--- src/rtl/iter_alu_pkg.sv ---
// alu_pkg: shared definitions for the iterative ALU.
//   - OP_* opcode encodings (3-bit, fully populated)
//   - state_t FSM state encoding (ST_IDLE / ST_SHIFT / ST_DONE)
//   - is_shift(): true for the opcodes executed by the iterative shifter
// Optional feature macro used elsewhere in this slice: ITER_ALU_OVF_EN.
package alu_pkg;

  localparam logic [2:0] OP_SRA = 3'b000;
  localparam logic [2:0] OP_SRL = 3'b001;
  localparam logic [2:0] OP_SUB = 3'b010;
  localparam logic [2:0] OP_ADD = 3'b011;
  localparam logic [2:0] OP_SLL = 3'b100;
  localparam logic [2:0] OP_AND = 3'b101;
  localparam logic [2:0] OP_OR  = 3'b110;
  localparam logic [2:0] OP_SLT = 3'b111;

  typedef enum logic [1:0] {
    ST_IDLE  = 2'd0,
    ST_SHIFT = 2'd1,
    ST_DONE  = 2'd2
  } state_t;

  function automatic logic is_shift(input logic [2:0] op);
    return (op == OP_SRA) || (op == OP_SRL) || (op == OP_SLL);
  endfunction

endpackage

--- src/rtl/iter_alu_if.sv ---
// iter_alu_if: operand/result handshake bundle for iter_alu.
//   master (upstream/consumer side): drives in_valid, inA, inB, inC, op,
//     out_ready; observes in_ready, out_valid, ans, busy (and ovf).
//   slave  (iter_alu side): the mirror image.
// With ITER_ALU_OVF_EN defined the bundle also carries ovf.
interface iter_alu_if #(
  parameter  int unsigned WIDTH = 32,
  localparam int unsigned SHW   = $clog2(WIDTH)
);
  logic             in_valid;
  logic             in_ready;
  logic [WIDTH-1:0] inA;
  logic [WIDTH-1:0] inB;
  logic [SHW-1:0]   inC;
  logic [2:0]       op;
  logic             out_valid;
  logic             out_ready;
  logic [WIDTH-1:0] ans;
  logic             busy;
`ifdef ITER_ALU_OVF_EN
  logic             ovf;
`endif

  modport master (
    output in_valid, inA, inB, inC, op, out_ready,
`ifdef ITER_ALU_OVF_EN
    input  ovf,
`endif
    input  in_ready, out_valid, ans, busy
  );

  modport slave (
    input  in_valid, inA, inB, inC, op, out_ready,
`ifdef ITER_ALU_OVF_EN
    output ovf,
`endif
    output in_ready, out_valid, ans, busy
  );
endinterface

--- src/rtl/iter_alu_comb.sv ---
// alu_comb: single-cycle combinational datapath of iter_alu.
//   a, b : operands (WIDTH bits)
//   op   : 3-bit opcode
//   res  : ADD/SUB (wrapping), AND, OR, SLT (signed); for shift opcodes it
//          passes a through, which is the result of a zero-distance shift.
//   ovf  : (ITER_ALU_OVF_EN only) signed overflow of ADD/SUB, else 0.
module alu_comb
  import alu_pkg::*;
#(
  parameter int unsigned WIDTH = 32
) (
  input  logic [WIDTH-1:0] a,
  input  logic [WIDTH-1:0] b,
  input  logic [2:0]       op,
`ifdef ITER_ALU_OVF_EN
  output logic             ovf,
`endif
  output logic [WIDTH-1:0] res
);

  logic [WIDTH-1:0] sum;
  logic [WIDTH-1:0] diff;
  logic             lt;

  always_comb begin
    sum  = a + b;
    diff = a - b;
    lt   = $signed(a) < $signed(b);
    res  = a;
    unique case (op)
      OP_ADD:  res = sum;
      OP_SUB:  res = diff;
      OP_AND:  res = a & b;
      OP_OR:   res = a | b;
      OP_SLT:  res = {{(WIDTH-1){1'b0}}, lt};
      default: res = a;
    endcase
  end

`ifdef ITER_ALU_OVF_EN
  always_comb begin
    ovf = 1'b0;
    unique case (op)
      // Same-sign operands yielding an opposite-sign sum.
      OP_ADD:  ovf = (a[WIDTH-1] == b[WIDTH-1]) && (sum[WIDTH-1] != a[WIDTH-1]);
      // Opposite-sign operands yielding a difference whose sign differs from a.
      OP_SUB:  ovf = (a[WIDTH-1] != b[WIDTH-1]) && (diff[WIDTH-1] != a[WIDTH-1]);
      default: ovf = 1'b0;
    endcase
  end
`endif

endmodule

--- src/rtl/iter_alu.sv ---
// iter_alu: multi-cycle ALU with valid/ready handshakes.
//   clk   : rising-edge clock
//   reset : asynchronous, active-high; clears all state
//   bus   : iter_alu_if.slave -- in_valid/in_ready/inA/inB/inC/op in,
//           out_valid/out_ready/ans out, busy high while shifting.
// Single-cycle ops (and shifts by 0) finish in one cycle; shifts by n>0
// take n cycles, one bit per cycle. ITER_ALU_OVF_EN adds a registered ovf
// flag (signed ADD/SUB overflow) that travels with ans.
module iter_alu
  import alu_pkg::*;
#(
  parameter  int unsigned WIDTH = 32,
  localparam int unsigned SHW   = $clog2(WIDTH)
) (
  input  logic      clk,
  input  logic      reset,
  iter_alu_if.slave bus
);

  state_t           state_q, state_d;
  logic [WIDTH-1:0] acc_q,   acc_d;
  logic [SHW-1:0]   cnt_q,   cnt_d;
  logic [2:0]       sop_q,   sop_d;
  logic [WIDTH-1:0] ans_q,   ans_d;
  logic             ovf_q,   ovf_d;

  logic             in_ready;
  logic             accept;
  logic [WIDTH-1:0] comb_res;
  logic             comb_ovf;
  logic [WIDTH-1:0] acc_step;

  alu_comb #(.WIDTH(WIDTH)) u_comb (
    .a   (bus.inA),
    .b   (bus.inB),
    .op  (bus.op),
`ifdef ITER_ALU_OVF_EN
    .ovf (comb_ovf),
`endif
    .res (comb_res)
  );

`ifndef ITER_ALU_OVF_EN
  assign comb_ovf = 1'b0;
`endif

  // DONE with out_ready lets a new bundle in on the handoff edge.
  assign in_ready = (state_q == ST_IDLE) || ((state_q == ST_DONE) && bus.out_ready);
  assign accept   = bus.in_valid && in_ready;

  // One-bit shift of the accumulator for the captured shift opcode.
  always_comb begin
    acc_step = {1'b0, acc_q[WIDTH-1:1]};
    unique case (sop_q)
      OP_SRA:  acc_step = {acc_q[WIDTH-1], acc_q[WIDTH-1:1]};
      OP_SLL:  acc_step = {acc_q[WIDTH-2:0], 1'b0};
      default: acc_step = {1'b0, acc_q[WIDTH-1:1]};
    endcase
  end

  always_comb begin
    state_d = state_q;
    acc_d   = acc_q;
    cnt_d   = cnt_q;
    sop_d   = sop_q;
    ans_d   = ans_q;
    ovf_d   = ovf_q;
    unique case (state_q)
      ST_SHIFT: begin
        acc_d = acc_step;
        cnt_d = cnt_q - SHW'(1);
        if (cnt_q == SHW'(1)) begin
          ans_d   = acc_step;
          ovf_d   = 1'b0;
          state_d = ST_DONE;
        end
      end
      default: begin
        if (accept) begin
          if (is_shift(bus.op) && (bus.inC != '0)) begin
            acc_d   = bus.inA;
            cnt_d   = bus.inC;
            sop_d   = bus.op;
            state_d = ST_SHIFT;
          end else begin
            // comb_res already equals inA for a zero-distance shift.
            ans_d   = comb_res;
            ovf_d   = comb_ovf;
            state_d = ST_DONE;
          end
        end else if ((state_q == ST_DONE) && bus.out_ready) begin
          state_d = ST_IDLE;
        end
      end
    endcase
  end

  always_ff @(posedge clk or posedge reset) begin
    if (reset) begin
      state_q <= ST_IDLE;
      acc_q   <= '0;
      cnt_q   <= '0;
      sop_q   <= '0;
      ans_q   <= '0;
      ovf_q   <= 1'b0;
    end else begin
      state_q <= state_d;
      acc_q   <= acc_d;
      cnt_q   <= cnt_d;
      sop_q   <= sop_d;
      ans_q   <= ans_d;
      ovf_q   <= ovf_d;
    end
  end

  assign bus.in_ready  = in_ready;
  assign bus.out_valid = (state_q == ST_DONE);
  assign bus.busy      = (state_q == ST_SHIFT);
  assign bus.ans       = ans_q;
`ifdef ITER_ALU_OVF_EN
  assign bus.ovf       = ovf_q;
`else
  logic unused_ovf;
  assign unused_ovf = ovf_q ^ comb_ovf;
`endif

endmodule
--- src/flat_wrapper.sv ---
// flat-port wrapper written by rule: the top's interface ports become plain ports
module iter_alu_flat import alu_pkg::*;
#(
  parameter  int unsigned WIDTH = 32,
  localparam int unsigned SHW   = $clog2(WIDTH)
)
  (clk, reset, bus_in_valid, bus_inA, bus_inB, bus_inC, bus_op, bus_out_ready, bus_in_ready, bus_out_valid, bus_ans, bus_busy);
  iter_alu_if #(.WIDTH(WIDTH)) bus_i ();
  input  logic clk;
  input  logic reset;
  input wire logic [$bits(bus_i.in_valid)-1:0] bus_in_valid;
  input wire logic [$bits(bus_i.inA)-1:0] bus_inA;
  input wire logic [$bits(bus_i.inB)-1:0] bus_inB;
  input wire logic [$bits(bus_i.inC)-1:0] bus_inC;
  input wire logic [$bits(bus_i.op)-1:0] bus_op;
  input wire logic [$bits(bus_i.out_ready)-1:0] bus_out_ready;
  output wire logic [$bits(bus_i.in_ready)-1:0] bus_in_ready;
  output wire logic [$bits(bus_i.out_valid)-1:0] bus_out_valid;
  output wire logic [$bits(bus_i.ans)-1:0] bus_ans;
  output wire logic [$bits(bus_i.busy)-1:0] bus_busy;
  assign bus_i.in_valid = bus_in_valid;
  assign bus_i.inA = bus_inA;
  assign bus_i.inB = bus_inB;
  assign bus_i.inC = bus_inC;
  assign bus_i.op = bus_op;
  assign bus_i.out_ready = bus_out_ready;
  assign bus_in_ready = bus_i.in_ready;
  assign bus_out_valid = bus_i.out_valid;
  assign bus_ans = bus_i.ans;
  assign bus_busy = bus_i.busy;
  iter_alu #(.WIDTH(WIDTH)) u_core (.clk(clk), .reset(reset), .bus(bus_i));
endmodule
--- config.mk ---
export PLATFORM = sky130hd
export DESIGN_NAME = iter_alu_flat
export DESIGN_NICKNAME = d
export VERILOG_FILES = /design/src/rtl/iter_alu_pkg.sv /design/src/rtl/iter_alu_if.sv /design/src/rtl/iter_alu_comb.sv /design/src/rtl/iter_alu.sv /design/src/flat_wrapper.sv
export SDC_FILE = /design/constraint.sdc
export NUM_CORES = 1
export LEC_CHECK = 0
export ABC_CLOCK_PERIOD_IN_PS = 6500
export BUFFER_PORTS_ARGS = -buffer_cell sky130_fd_sc_hd__buf_2
export CAP_MARGIN = 0
export CORE_ASPECT_RATIO = 1.75
export CORE_MARGIN = 8
export CORE_UTILIZATION = 50
export CTS_CLUSTER_DIAMETER = 50
export DETAILED_ROUTE_END_ITERATION = 7
export PLACE_DENSITY = 0.73
export SYNTH_ARGS = -nofsm -noshare
export SYNTH_HDL_FRONTEND = slang
export SYNTH_SLANG_ARGS = --single-unit
--- constraint.sdc ---
create_clock -name clk -period 6.5 [get_ports clk]
set_clock_uncertainty 0.2 [all_clocks]
set_input_delay 0.325 -clock clk [delete_from_list [all_inputs] [get_ports clk]]
set_output_delay 0.325 -clock clk [all_outputs]
set_load 0.01 [all_outputs]
==> run_results.csv, run 1 <==
group,metric,value,unit
status,outcome,"finished, final reports clean",
clock_network,cts_setup_buffers,0,
global_routing,maximum_number_of_pins_on_one_net_before_global_route_repair,75,
worst_setup_path,path_class,"flop to flop",
worst_setup_path,regToRegSetupSlack,2300,ps
logic_synthesis,mux_contribution_to_synthesized_area,0.0360,
clock_network,cts_hold_repair.buffers,0,
routing,via_per_inst,6.28,
clock_network,tritoncts,"built",
clock_network,clkTransAtPathRegs,60,ps
routing,drt-initial-drc-count,720,
sta,timing.slew.headroom,0.231,
sta,timing.setup.tns,0,ps
clock_network,htreeDepth,3,
logic_synthesis,syn-instance-count,1211,
sta,period_minus_slack,4200,ps
worst_setup_path,reg2reg_depth,9,
logic_synthesis,yosys.cell_count.top_type,"sky130_fd_sc_hd__a21oi_1",
power,power_density_over_the_cells,154,mW/mm²
global_routing,grt.overflow.total,0,
logic_synthesis,yosysWarningCount,0,
floorplan,floorplan.initialDensity,0.510,
logic_synthesis,post_synth_and_or_nand_nor_area_fraction,0.165,
worst_setup_path,critical_path_required,6560,ps
layout,number_of_nets_in_the_layout,1456,
routing,route.vias.total,9426,
place,pre_cts_slack,2440,ps
clock_network,cts_made_buffers,9,
floorplan,floorplan.io_pins,111,
logic_synthesis,postSynthRegisterBits,74,
logic_synthesis,netlist_top_cells_area,"sky130_fd_sc_hd__dfrtp_1 (21%), sky130_fd_sc_hd__ha_1 (16%), sky130_fd_sc_hd__a21oi_1 (8.3%)",
logic_synthesis,synth_largest_area_cell,"sky130_fd_sc_hd__dfrtp_1",
worst_setup_path,worstSetupStartpointType,"flop",
power,cellLeakagePower,4.61,nW
global_routing,globalRouteTotalUtil,0.289,
worst_setup_path,worstSetupEndpointType,"flop",
sta,final-hold-violation-count,0,
clock_network,cts_resized,0,
routing,detail_route.drc_violations,0,
logic_synthesis,dominant_combinational_cell_family_by_area_after_synthesis,"compound AO/OA/AOI/OAI gates",
floorplan,dieArea,0.0225,mm²
sta,timing.final.ws_setup,2300,ps
place,placement.io_buffers,110,
worst_setup_path,regToRegEndpoint,"u_core.bus.ans[29]$_DFFE_PP0P_",
logic_synthesis,ys_top_cells_by_count,"sky130_fd_sc_hd__a21oi_1 (147), sky130_fd_sc_hd__o21ai_0 (125), sky130_fd_sc_hd__nand2_1 (116)",
logic_synthesis,synth_compound_area_frac,0.313,
clock_network,clock-root-buffer,"sky130_fd_sc_hd__clkbuf_16",
logic_synthesis,synth_top_flop_cell,"sky130_fd_sc_hd__dfrtp_1",
floorplan,die_width,117,µm
clock_network,clockBufferDepth,2,
logic_synthesis,synthArstFlopShare,1.00,
layout,area_delta_synth_final,9.64,%
logic_synthesis,synth_seq_area_share,0.208,
logic_synthesis,post_synth_fa_ha_maj_area_fraction,0.163,
clock_network,worstSkewPairLatency,340,ps
routing,firstDrtPassIters,6,
sta,finalSetupViolCount,0,
worst_setup_path,timing.rr.start,"u_core.state_q[1]$_DFFE_PP0P_",
worst_setup_path,critPathMaxFanout,72,
sta,fin_crit_sh,0.646,
logic_synthesis,synth_top_cell_area_share,0.208,
floorplan,chipHeight,193,µm
place,place_congestion,1.03,
power,peakVddDrop,0.127,mV
routing,post_drt_wl_per_cell,21.5,µm
global_routing,antenna_found_initial,0,
place,dp_hpwl,24700,µm
logic_synthesis,synth.cell_area,0.00890,mm²
logic_synthesis,avgSynthCellArea,7.35,µm²
floorplan,core.rowCount,64,
logic_synthesis,yosys.cell_types.count,74,
sta,grt_setup_unrepaired,"false",
routing,finalWirelength,32200,µm
clock_network,cts.sink_count,74,
global_routing,first_global_vias,9252,
logic_synthesis,synth_nets,1402,
sta,fmaxAchievable,0.238,GHz
floorplan,core-area,0.0175,mm²
sta,slew_viol_final,0,
job,cap_violations,0,
routing,final_antenna_net_count,0,
min_path,timing.hold.worst.class,"input pin to asynchronous set/reset pin",
logic_synthesis,synth_xor_area_frac,0.0325,
layout,layout-drive-gt1-share,0.125,
sta,max_slew.worst_pin.slew,1150,ps
layout,antenna-diode-count,0,
worst_setup_path,worst_ep_arrival_time,4250,ps
logic_synthesis,synth-edff-count,0,
global_routing,grt_pass1_wl,50600,µm
==> cell families after synthesis <==
logic type / count (synthesis)
DFF: 74
buffers and inverters: 181
adders and majority gates: 115
xor gates and xnor gates: 33
muxes: 32
AOI/OAI and AO/OA: 447
and+or+nand+nor: 329
==> cells in the final DEF (no fill, tap or decap), types with 12 or more instances in the layout <==
cell type / n
sky130_fd_sc_hd__a31oi_1: 18
sky130_fd_sc_hd__buf_2: 110
sky130_fd_sc_hd__o21ai_0: 124
sky130_fd_sc_hd__nor2b_1: 18
sky130_fd_sc_hd__nor2_1: 107
sky130_fd_sc_hd__nor3_1: 22
sky130_fd_sc_hd__dfrtp_1: 74
sky130_fd_sc_hd__nand3_1: 15
sky130_fd_sc_hd__a21o_1: 16
sky130_fd_sc_hd__a21oi_1: 147
sky130_fd_sc_hd__mux2i_1: 32
sky130_fd_sc_hd__inv_1: 102
sky130_fd_sc_hd__nand2_1: 116
sky130_fd_sc_hd__nor4_1: 12
sky130_fd_sc_hd__xnor2_1: 31
sky130_fd_sc_hd__o22ai_1: 12
sky130_fd_sc_hd__ha_1: 113
sky130_fd_sc_hd__a211oi_1: 16
sky130_fd_sc_hd__o31ai_1: 14
sky130_fd_sc_hd__a221oi_1: 15
==> critical path, stage by stage, from the launching register on <==
cell and delay [ps]:
sky130_fd_sc_hd__dfrtp_1 420, sky130_fd_sc_hd__nand2b_2 190, sky130_fd_sc_hd__buf_4 310, sky130_fd_sc_hd__nor4bb_1 930, sky130_fd_sc_hd__o21ai_4 370, sky130_fd_sc_hd__nor2_1 620
sky130_fd_sc_hd__o21ai_0 320, sky130_fd_sc_hd__nor2_1 380, sky130_fd_sc_hd__nand4_1 170, sky130_fd_sc_hd__o211ai_1 120
==> flip-flops by register name (all words and copies together) (netlist names) <==
signal and count:
u_core.acc_q 32, u_core.bus.ans 32, u_core.cnt_q 5, u_core.sop_q 3, u_core.state_q 2
==> area by class of cell <==
| cell class | count | area (µm²) |
|---|---|---|
| inverter | 105 | 395 |
| timing repair buffer | 119 | 618 |
| fill | 1739 | 7700 |
| clock inverter | 5 | 32.5 |
| sequential | 74 | 1850 |
| tap | 231 | 289 |
| multi-input combinational | 956 | 6340 |
| clock buffer | 10 | 229 |
==> routing by layer <==
layer  up-vias  global-route usage  wire length (µm)
met2       483               0.483             15500
met1      4436               0.349             12700
met4         0               0.157              1590
li1       4392                   -                 -
met5         -                   0                 0
met3       115              0.0379              2390
==> worst max path at each step <==
stage / start / endpoint / slack, ps / depth (start not counted)
2_1_floorplan: bus_inB[0] / u_core.bus.ans[30]$_DFFE_PP0P_ / 3400 / 12
3_3_place_gp: bus_op[1] / u_core.bus.ans[26]$_DFFE_PP0P_ / 2450 / 11
3_5_place_dp: bus_op[1] / u_core.bus.ans[29]$_DFFE_PP0P_ / 2440 / 11
4_1_cts: u_core.state_q[1]$_DFFE_PP0P_ / u_core.bus.ans[29]$_DFFE_PP0P_ / 2390 / 9
5_1_grt: u_core.state_q[1]$_DFFE_PP0P_ / u_core.bus.ans[29]$_DFFE_PP0P_ / 2120 / 9
6_report: u_core.state_q[1]$_DFFE_PP0P_ / u_core.bus.ans[29]$_DFFE_PP0P_ / 2300 / 9
==> power by group <==
part           leakage, nW  total [mW]  internal (mW)  switching [mW]
Clock                0.132       0.460          0.256           0.204
Combinational         3.47       0.559          0.201           0.358
Sequential            1.00       0.483          0.473         0.00969
==> through the flow <==
stage	hold WS (ps)	power (mW)	cell area (µm²)	instances	util
2_1_floorplan	250	0.860	8900	1211	-
3_3_place_gp	245	1.03	9500	1485	0.544
3_5_place_dp	256	1.04	9500	1485	0.544
4_1_cts	92.8	1.49	9760	1500	0.559
5_1_grt	97.7	1.57	9760	1500	0.559
6_report	61.0	1.50	9760	1500	0.559
No activity file was read; power rests on OpenSTA's default activity.
==> run 2, diff against run 1 <==
ABC_CLOCK_PERIOD_IN_PS = 4000   (was 6500)
clock period = 4 ns   (was 6.5 ns; I/O delays follow)
==> run 2 against run 1 <==
Total power increased by 80%. Clock power grew 110%. Global-route usage is 2.3 points higher. Utilization up 2.3 points. Setup slack lost 2000 ps. Worst hold slack lost 56 ps. Largest cell class unchanged.
==> run_results.csv, run 2 (synthesis results as in run 1) <==
group,metric,value,unit
worst_setup_path,startpoint,"bus_inA[0]",
place,placement.io_buffers,110,
power,power_density_over_the_cells,266,mW/mm²
sta,fmaxAchievable,0.267,GHz
place,dp_hpwl,26500,µm
layout,area_delta_synth_final,14.1,%
sta,slew_viol_final,0,
global_routing,maximum_number_of_pins_on_one_net_before_global_route_repair,71,
routing,finalWirelength,34600,µm
routing,met3RoutedLength,2180,µm
worst_setup_path,worstSetupStartpointType,"input pin",
clock_network,tritoncts,"built",
layout,leading_cell_type_in_the_layout_fill_and_taps_excluded,"sky130_fd_sc_hd__a21oi_1",
sta,timing.setup.tns,0,ps
clock_network,cts_made_buffers,9,
worst_setup_path,worst_ep_arrival_time,3790,ps
layout,number_of_nets_in_the_layout,1491,
worst_setup_path,timing.rr.start,"u_core.cnt_q[2]$_DFFE_PP0P_",
worst_setup_path,critPathMaxFanout,4,
clock_network,cts_setup_buffers,0,
clock_network,htreeDepth,3,
clock_network,cts.sink_count,74,
floorplan,core-area,0.0175,mm²
power,cellLeakagePower,4.81,nW
global_routing,antenna_found_initial,1,
clock_network,clkTransAtPathRegs,70,ps
floorplan,dieArea,0.0225,mm²
sta,timing.slew.headroom,0.414,
routing,firstDrtPassIters,6,
routing,topRoutingLayerUsed,"met4",
routing,via_per_inst,6.28,
routing,route.vias.total,9649,
sta,final-hold-violation-count,0,
clock_network,clock-root-buffer,"sky130_fd_sc_hd__clkbuf_16",
global_routing,globalRouteTotalUtil,0.312,
layout,layout-drive-gt1-share,0.141,
sta,finalSetupViolCount,0,
floorplan,core.rowCount,64,
global_routing,first_global_vias,9735,
sta,fin_crit_sh,0.936,
routing,drt-initial-drc-count,742,
global_routing,grt.overflow.total,0,
clock_network,worstSkewPairLatency,360,ps
sta,period_minus_slack,3740,ps
worst_setup_path,worstSetupEndpointType,"flop",
floorplan,die_width,117,µm
routing,post_drt_wl_per_cell,22.5,µm
floorplan,chipHeight,193,µm
global_routing,grt_pass1_wl,53400,µm
min_path,min-delay-start,"bus_inA[21]",
routing,detailroute.wirelength.met2,16900,µm
status,outcome,"finished, final reports clean",
sta,grt_setup_unrepaired,"false",
place,place_congestion,0.991,
routing,drt-met1-wl,13100,µm
floorplan,floorplan.initialDensity,0.510,
routing,detail_route.drc_violations,0,
layout,layout.cells.most_common_list,"sky130_fd_sc_hd__a21oi_1 (147), sky130_fd_sc_hd__o21ai_0 (124), sky130_fd_sc_hd__nand2_1 (116)",
job,cap_violations,0,
clock_network,clockBufferDepth,2,
floorplan,floorplan.io_pins,111,
worst_setup_path,path_class,"input pin to flop",
power,peakVddDrop,0.216,mV
sta,max_slew.worst_pin.slew,879,ps
worst_setup_path,critical_path_required,4040,ps
routing,final_antenna_net_count,0,
power,total_power,2.70,mW
min_path,timing.hold.worst.class,"input pin to flop",
-- run 2: cell count changes in the layout (fill, tap and decap cells not counted), sizes merged --
cell | previous run | this run
inv | 103 | 104
clkbuf | 10 | 9
diode | 0 | 1
clkinvlp | 0 | 1
dlygate4sd3 | 0 | 11
bufinv | 0 | 3
clkinv | 7 | 4
buf | 119 | 143
-- run 2: area by class of cell --
class | count | area, µm²
clock buffers | 9 | 225
clock inverters | 7 | 116
inverters | 105 | 395
well taps | 231 | 289
multi-input cells | 956 | 6340
flip-flops and latches | 74 | 1850
repair buffers | 154 | 933
fillers | 1735 | 7300
diodes | 1 | 2.50
-- run 2: worst paths after layout --
path,end,slack [ps],cells after the start
max,u_core.bus.ans[30]$_DFFE_PP0P_,260,14
min,u_core.acc_q[21]$_DFFE_PP0P_,4,3
max reg2reg,u_core.bus.ans[31]$_DFFE_PP0P_,1370,9
min reg2reg,u_core.bus.ans[9]$_DFFE_PP0P_,270,2
max in group asynchronous,u_core.bus.ans[25]$_DFFE_PP0P_,2280,4
min in group asynchronous,u_core.bus.ans[9]$_DFFE_PP0P_,340,3
-- run 2: power breakdown --
part | internal (mW) | total, mW | switching, mW
clock | 0.610 | 0.986 | 0.376
sequential | 0.768 | 0.784 | 0.0154
combinational | 0.347 | 0.934 | 0.587
-- run 2: what timing repair did --
item | CTS | global route
endpoints found under the hold margin | 54 | 0
resized for setup | 0 | 0
hold buffers | 11 | 0
-- run 2: critical path, stage by stage --
cell                            delay [ps]
sky130_fd_sc_hd__dlygate4sd3_1         530
sky130_fd_sc_hd__buf_2                 150
sky130_fd_sc_hd__ha_1                  230
sky130_fd_sc_hd__fa_1                  420
sky130_fd_sc_hd__a21o_1                200
sky130_fd_sc_hd__a221oi_2              310
sky130_fd_sc_hd__nor4_1                100
sky130_fd_sc_hd__o21ai_1               340
sky130_fd_sc_hd__o211ai_1              180
sky130_fd_sc_hd__a31oi_1               340
sky130_fd_sc_hd__o221ai_1              270
sky130_fd_sc_hd__a21o_1                230
sky130_fd_sc_hd__a211oi_1              200
sky130_fd_sc_hd__a21oi_1                90
-- run 2: metrics by stage --
| step | setup slack, ps | cells | area [µm²] | utilization | hold WS, ps |
|---|---|---|---|---|---|
| after global routing | 70.3 | 1537 | 10200 | 0.582 | 20.0 |
| after floorplan | 1020 | 1211 | 8900 | - | 162 |
| after global placement | 464 | 1509 | 9700 | 0.556 | 187 |
| after CTS | 310 | 1536 | 10200 | 0.582 | 1.60 |
| after detailed placement | 478 | 1509 | 9700 | 0.556 | 197 |
| final | 256 | 1537 | 10200 | 0.582 | 4.50 |
-- run 2: layer usage --
layer / vias to the layer above / GRT usage
li1: 4481 / -
met5: - / 0
met2: 471 / 0.529
met1: 4518 / 0.342
met4: 0 / 0.235
met3: 179 / 0.0451
==> run 3, diff against run 2 <==
CORE_ASPECT_RATIO = 0.9   (was 1.75)
==> run 3 against run 2 <==
Final cell count shrank 0.39%. Utilization shrank 1.3 points. Register-to-register slack lost 440 ps. Non-clock buffer count shrank 14. Maximum frequency grew 13%. Combinational power shrank 1%. Die area shrank 0.73%. Setup slack gained 420 ps. Via count shrank 2.0%. Critical path type unchanged. Critical endpoint is now u_core.bus.ans[0]$_DFFE_PP0P_. Largest cell class unchanged. Highest routed layer unchanged.
==> run_results.csv, run 3 (synthesis results as in run 1) <==
group,metric,value,unit
place,place_congestion,0.976,
layout,leading_cell_type_in_the_layout_fill_and_taps_excluded,"sky130_fd_sc_hd__a21oi_1",
worst_setup_path,critPathMaxFanout,10,
layout,number_of_nets_in_the_layout,1477,
worst_setup_path,reg2reg_depth,6,
floorplan,dieArea,0.0223,mm²
global_routing,maximum_number_of_pins_on_one_net_before_global_route_repair,53,
global_routing,first_global_vias,8828,
min_path,worst_hold_path_stage_count,3,
min_path,timing.hold.worst.class,"input pin to flop",
worst_setup_path,worstSetupEndpointType,"flop",
sta,finalSetupViolCount,0,
worst_setup_path,crit_chain,"buf_2 -> inv_1 -> ha_1 -> inv_1 -> a21oi_1 -> o31ai_1 -> a211oi_1 -> a31oi_1 -> a221o_1 -> a211o_1 -> nand2b_1 -> a21oi_1 -> o22a_1",
routing,firstDrtPassIters,6,
power,cellLeakagePower,4.72,nW
sta,period_minus_slack,3320,ps
routing,detail_route.drc_violations,0,
place,placement.io_buffers,110,
sta,timing.slew.headroom,0.249,
place,placed_area,0.00963,mm²
worst_setup_path,critPathMaxStageDelay,480,ps
layout,layout-drive-gt1-share,0.133,
job,cap_violations,0,
clock_network,tritoncts,"built",
clock_network,htreeDepth,3,
sta,fmaxAchievable,0.301,GHz
sta,max_slew.worst_pin.slew,1120,ps
worst_setup_path,path_class,"input pin to flop",
global_routing,grt_pass1_wl,49700,µm
min_path,min-delay-start,"bus_inC[4]",
clock_network,cts.sink_count,74,
worst_setup_path,worst_ep_arrival_time,3390,ps
min_path,min_to,"u_core.cnt_q[4]$_DFFE_PP0P_",
layout,layout.cells.most_common_list,"sky130_fd_sc_hd__a21oi_1 (147), sky130_fd_sc_hd__o21ai_0 (124), sky130_fd_sc_hd__nand2_1 (116)",
place,dp_hpwl,24500,µm
sta,grt_setup_unrepaired,"false",
global_routing,grt.overflow.total,0,
worst_setup_path,timing.rr.start,"u_core.state_q[1]$_DFFE_PP0P_",
power,total_power,2.52,mW
floorplan,floorplan.io_pins,111,
floorplan,chipHeight,143,µm
power,peakVddDrop,0.215,mV
routing,via_per_inst,6.18,
worst_setup_path,regToRegEndpoint,"u_core.bus.ans[25]$_DFFE_PP0P_",
clock_network,clockBufferDepth,2,
global_routing,globalRouteTotalUtil,0.284,
floorplan,die_width,157,µm
worst_setup_path,cp_top_family,"compound AO/OA/AOI/OAI gates",
sta,fin_crit_sh,0.831,
worst_setup_path,critical_path_required,4070,ps
status,outcome,"finished, final reports clean",
global_routing,antenna_found_initial,1,
clock_network,clkTransAtPathRegs,60,ps
layout,area_delta_synth_final,12.2,%
sta,timing.setup.tns,0,ps
layout,postLayoutCellArea,0.00998,mm²
layout,instances_no_fill,1531,
clock_network,clock-root-buffer,"sky130_fd_sc_hd__clkbuf_16",
routing,finalWirelength,32000,µm
clock_network,worstSkewPairLatency,340,ps
place,dp_cells,1509,
power,power_density_over_the_cells,253,mW/mm²
routing,route.vias.total,9457,
floorplan,floorplan.initialDensity,0.507,
worst_setup_path,regToRegSetupSlack,930,ps
routing,post_drt_wl_per_cell,20.9,µm
worst_setup_path,critical-path-slowest-cell,"sky130_fd_sc_hd__ha_1",
clock_network,cts_made_buffers,9,
worst_setup_path,critical_path_buf_inv_count,3,
routing,final_antenna_net_count,0,
floorplan,core-area,0.0176,mm²
sta,final-hold-violation-count,0,
routing,drt-initial-drc-count,1237,
floorplan,core.rowCount,46,
sta,slew_viol_final,0,
worst_setup_path,worstSetupStartpointType,"input pin",
[run 3: final cells by class]
cell class / instances / area (µm²)
repair buffers: 140 / 803
diodes: 1 / 2.50
clock inverters: 3 / 40.0
flip-flops and latches: 74 / 1850
well taps: 240 / 300
inverters: 105 / 395
clock buffers: 12 / 246
multi-input cells: 956 / 6340
fillers: 1708 / 7570
[run 3: how the worst max path moves through the flow]
stage / startpoint / end / depth (start not counted)
2_1_floorplan: bus_inB[0] / u_core.bus.ans[30]$_DFFE_PP0P_ / 12
3_3_place_gp: bus_inA[15] / u_core.bus.ans[0]$_DFFE_PP0P_ / 13
3_5_place_dp: bus_inA[15] / u_core.bus.ans[0]$_DFFE_PP0P_ / 13
4_1_cts: bus_inA[15] / u_core.bus.ans[0]$_DFFE_PP0P_ / 13
5_1_grt: bus_inA[15] / u_core.bus.ans[0]$_DFFE_PP0P_ / 13
6_report: bus_inA[15] / u_core.bus.ans[0]$_DFFE_PP0P_ / 13
[run 3: stage by stage]
step / setup slack (ps) / hold WS (ps) / util
after floorplan: 1020 / 162 / -
after global placement: 449 / 182 / 0.549
after detailed placement: 436 / 184 / 0.549
after CTS: 768 / 16.1 / 0.569
after global routing: 541 / 43.0 / 0.569
final: 678 / 14.5 / 0.569
[run 3: report_power, final]
group          total (mW)  internal, mW  switching, mW
Clock               0.812         0.495          0.317
Combinational       0.924         0.339          0.585
Sequential          0.785         0.769         0.0162
Total                2.52          1.60          0.918
[run 3: timing repair]
| action | 4_1_cts | 5_1_grt |
|---|---|---|
| hold buffers | 6 | 0 |
| resized for setup | 0 | 0 |
| buffers inserted | 0 | 0 |
| endpoints found under the hold margin | 50 | 0 |
[run 3: tightest hold or removal path: cells and delay by family]
kind	cells	cell delay, ps
compound gates	2	200
buf+inv	1	100
[run 3: metal layers]
layer	vias to the layer above	routed length [µm]	GRT usage
met1	4431	14500	0.417
met2	557	13100	0.395
met4	0	478	0.0652
li1	4432	-	-
met3	37	3970	0.0838
met5	-	0	0
